[src/rtl/param_updown_counter.sv]
// Parametrised up/down counter with modulo limit, wrap/saturate, tick prescaler,
// synchronous clear/load, registered terminal-count pulse and sticky overflow.
module param_updown_counter #(
   parameter int unsigned WIDTH      = 8,
   parameter int unsigned PRESCALE_W = 4
) (
   input  logic                  clk,
   input  logic                  rst,
   input  logic                  clear,
   input  logic                  load,
   input  logic [WIDTH-1:0]      load_val,
   input  logic                  en,
   input  logic                  up,
   input  logic                  sat_mode,
   input  logic [WIDTH-1:0]      limit,
   input  logic [PRESCALE_W-1:0] prescale,
   input  logic                  ovf_clr,
   output logic [WIDTH-1:0]      count,
   output logic                  tc,
   output logic                  ovf
);

   logic [PRESCALE_W-1:0] presc_q;
   logic [PRESCALE_W-1:0] presc_d;
   logic [WIDTH-1:0]      count_d;
   logic [WIDTH-1:0]      step_val;
   logic                  step_due;
   logic                  boundary;
   logic                  tc_d;
   logic                  ovf_set;
   logic                  ovf_d;

   // >= rather than == so a prescale lowered under the running prescaler fires at once
   always_comb begin
      step_due = en && (presc_q >= prescale);
   end

   always_comb begin
      step_val = count;
      boundary = 1'b0;
      if (up) begin
         if (count < limit) begin
            step_val = count + WIDTH'(1);
         end else begin
            boundary = 1'b1;
            step_val = sat_mode ? limit : '0;
         end
      end else begin
         if (count > limit) begin
            step_val = limit;
         end else if (count != '0) begin
            step_val = count - WIDTH'(1);
         end else begin
            boundary = 1'b1;
            step_val = sat_mode ? '0 : limit;
         end
      end
   end

   always_comb begin
      count_d = count;
      presc_d = presc_q;
      tc_d    = 1'b0;
      ovf_set = 1'b0;
      if (clear) begin
         count_d = '0;
         presc_d = '0;
      end else if (load) begin
         count_d = (load_val > limit) ? limit : load_val;
         presc_d = '0;
      end else if (en) begin
         if (step_due) begin
            presc_d = '0;
            count_d = step_val;
            tc_d    = boundary;
            ovf_set = boundary;
         end else begin
            presc_d = presc_q + PRESCALE_W'(1);
         end
      end
      // a boundary event on the same edge as ovf_clr keeps the flag set
      ovf_d = ovf_set | (ovf & ~ovf_clr);
   end

   always_ff @(posedge clk or posedge rst) begin
      if (rst) begin
         count   <= '0;
         presc_q <= '0;
         tc      <= 1'b0;
         ovf     <= 1'b0;
      end else begin
         count   <= count_d;
         presc_q <= presc_d;
         tc      <= tc_d;
         ovf     <= ovf_d;
      end
   end

endmodule

[config.mk]
export PLATFORM = sky130hd
export DESIGN_NAME = param_updown_counter
export DESIGN_NICKNAME = d
export VERILOG_FILES = /design/src/rtl/param_updown_counter.sv
export SDC_FILE = /design/constraint.sdc
export NUM_CORES = 1
export LEC_CHECK = 0
export CORE_ASPECT_RATIO = 0.5
export CORE_MARGIN = 1
export CORE_UTILIZATION = 25
export CTS_BUF_LIST = sky130_fd_sc_hd__clkbuf_2
export DETAILED_ROUTE_END_ITERATION = 10
export RECOVER_POWER = 25
export SETUP_SLACK_MARGIN = 0.3
export SLEW_MARGIN = 20
export SYNTH_ARGS = -nofsm -noshare
export SYNTH_HDL_FRONTEND = slang
export SYNTH_SLANG_ARGS = --single-unit
[constraint.sdc]
create_clock -name clk -period 2.4 [get_ports clk]
set_input_delay 0.24 -clock clk [delete_from_list [all_inputs] [get_ports clk]]
set_output_delay 0.24 -clock clk [all_outputs]
set_load 0.05 [all_outputs]
==> metrics.md <==
| Metric | Value |
|---|---|
| First-pass GRT wire length | 10300 µm |
| Run status | finished with violations |
| Initial antenna violation count | 0 |
| Post-Synthesis Cells | 229 |
| Fillers | 703 |
| Max VDD drop | 0.122 mV |
| # port buffers | 37 |
| Vias after detailed routing | 2121 |
| FMAX | 0.404 GHz |
| Worst-path fanout max | 4 |
| Clk_skew | 37.7 ps |
| Synth Cell Area | 1910 µm² |
| Proportion of layout cells with a drive suffix above 1 | 0.303 |
| Critical path type | register to register |
| Synth warn | 0 |
| Final min period | 2470 ps |
| Die area | 8000 µm² |
| Clk slew on worst S/H paths | 210 ps |
| Area delta synth->final | 52.6% |
| CTS buffer count | 3 |
| ANT nets after route | 0 |
| RSZ-0062 raised after global routing | true |
| Crit share post-route | 1.03 |
| H-tree level count | 1 |
| Fin nets | 363 |
| Max_slew headroom | 0.587 |
| Initial DRT Pass Iterations | 4 |
| Worst Max-Slew Pin Slew | 618 ps |
| Fraction of the yosys area taken by sequential cells | 0.184 |
| 1st-iter DRT viols | 102 |
| Ys flop type | dfrtp_1 |
| ANT cells | 0 |
| CTS tree | done |
| # hold bufs at CTS | 0 |
| Final wirelength | 6230 µm |
| Die Ht | 63.8 µm |
| Core region area | 7350 µm² |
| Slew Limit Fails | 0 |
| Critical Path AT | 2670 ps |
| Vias in the first global route | 2096 |
| Final Power | 1.13 mW |
| Post-synth EDFFs | 0 |
| Crit end category | register |
| # Max-Cap Violations | 0 |
| Syn nets | 281 |
| Final RePlAce weighted congestion | 0.918 |
| Post-synthesis area per instance | 8.33 µm² |
| WL/cell | 15.4 µm |
| Worst EP required | 2600 ps |
| # DRC | 0 |
| Pleak | 1.35 nW |
| GRT overflow | 0 |
| Max Root-Sink Buffers | 2 |
| CTS sink cnt | 14 |
| Std cell rows | 22 |
| Pre-CTS setup slack | -362 ps |
| Yosys cell types | 51 |
| FF+latch count, synth | 14 |
| Largest net degree at the start of global routing | 16 |
| I/O Pins | 38 |
| Ys async rst share | 1.00 |
| Final setup vio count | 2 |
| Failing checks | setup timing |
| Worst hold path class | primary input to asynchronous set/reset pin |
| Total GRT Usage | 0.162 |
| Die Span X | 126 µm |
| Detailed Place HPWL | 4930 µm |
| Avg Vias per Cell | 5.22 |
| Root Driver | clkbuf_2 |
| CP Launch Type | register |
| Fin worst setup slack | -74.6 ps |
| Starting density of the core | 0.259 |
| Final Hold Viols | 0 |
| Clock latency on the worst-skew pair | 330 ps |
| Pwr dens | 388 nW/µm² |
==> worst max-delay path, cell delays in order, from the launching register on <==
cell	delay, ps
dfrtp_2	490
or4_4	540
or4b_4	520
buf_6	140
clkinv_4	40
nor3_4	40
a221o_1	280
a221o_1	280
==> final timing paths <==
kind | start | endpoint | slack [ps] | depth (start not counted)
max | count[2] | count[5] | -70 | 7
min in group clk | ovf_clr | ovf | 500 | 2
min reg2reg | ovf | ovf | 560 | 2
max reg2reg | count[2] | count[5] | -70 | 7
max in group asynchronous | rst | count[7] | 1530 | 2
min | rst | count[6] | 390 | 2
==> layout by cell type (no fill, tap or decap), types with 5 or more instances in the layout <==
cell / synthesis / routed
nand4_1: 5 / 5
a221oi_2: 4 / 6
o31ai_1: 5 / 5
o211ai_1: 5 / 5
a21oi_1: 11 / 10
nand2b_1: 5 / 5
nor3_1: 8 / 7
xor2_1: 9 / 9
ha_1: 24 / 22
xnor2_1: 6 / 6
mux2i_1: 8 / 8
and2_1: 5 / 5
clkdlybuf4s50_1: 0 / 34
dfrtp_2: 0 / 8
dfrtp_1: 14 / 6
inv_1: 19 / 19
nor2_1: 12 / 10
buf_4: 1 / 50
nand2_1: 13 / 13
==> report_power, final <==
group | switching [mW] | leakage [nW] | internal, mW
Clock | 0.100 | 0.0140 | 0.0363
Combinational | 0.371 | 1.16 | 0.350
Sequential | 0.0181 | 0.178 | 0.253
Total | 0.489 | 1.35 | 0.639
==> routing by layer <==
layer	GRT usage	wire length, µm	part of all wire
met5	0	0	0
met4	0.0457	153	0.025
met3	0.0243	294	0.047
met2	0.294	3040	0.49
met1	0.201	2750	0.44
==> synth_stat cells, types with 5 or more instances <==
library cell / count / area, µm²
mux2i_1: 8 / 80.1
dfrtp_1: 14 / 350
inv_1: 19 / 71.3
nand4_1: 5 / 31.3
a21oi_1: 11 / 55.1
xnor2_1: 6 / 52.6
nor2_1: 12 / 45.0
a211oi_1: 5 / 37.5
o211ai_1: 5 / 37.5
xor2_1: 9 / 78.8
nand2b_1: 5 / 31.3
o31ai_1: 5 / 37.5
clkbuf_1: 6 / 22.5
ha_1: 24 / 300
and2_1: 5 / 31.3
nor3_1: 8 / 40.0
nand2_1: 13 / 48.8
==> cell type report <==
class / instances / area, µm² / area share
clock buffer: 3 / 15.0 / 0.00516
sequential: 14 / 360 / 0.124
multi-input combinational: 182 / 1540 / 0.530
tap: 96 / 120 / 0.0413
clock inverter: 1 / 3.75 / 0.00129
timing repair buffer: 90 / 790 / 0.271
inverter: 20 / 80.1 / 0.0275
==> logic make-up after synthesis <==
family,synth area share
AND/OR/NAND/NOR,0.219
AO/OA/AOI/OAI,0.251
buffers and inverters,0.0781
adder cells (fa/ha/maj),0.157
XOR/XNOR,0.0689
flip-flops,0.184
multiplexers,0.0420
==> through the flow <==
step / area [µm²] / std cells / utilization / TNS (ps) / hold WS [ps]
finish: 2910 / 406 / 0.396 / -101 / 386
global route: 2910 / 406 / 0.396 / -421 / 426
CTS: 2880 / 406 / 0.392 / -76.8 / 273
detailed placement: 2760 / 400 / 0.375 / -2760 / 548
global placement: 2760 / 400 / 0.375 / -2710 / 532
floorplan: 1950 / 229 / - / -822 / 129
==> registers in the layout (all words and copies together), names as in the netlist <==
name,flops
ovf,1
tc,1
presc_q,4
count,8
==> timing repair <==
action                                  4_1_cts  5_1_grt
setup buffers                                 2        0
resized for setup                            16        6
endpoints found under the setup margin       10       11
pin swaps                                    15        6
Note: power is estimated with default switching activity, not from simulation.
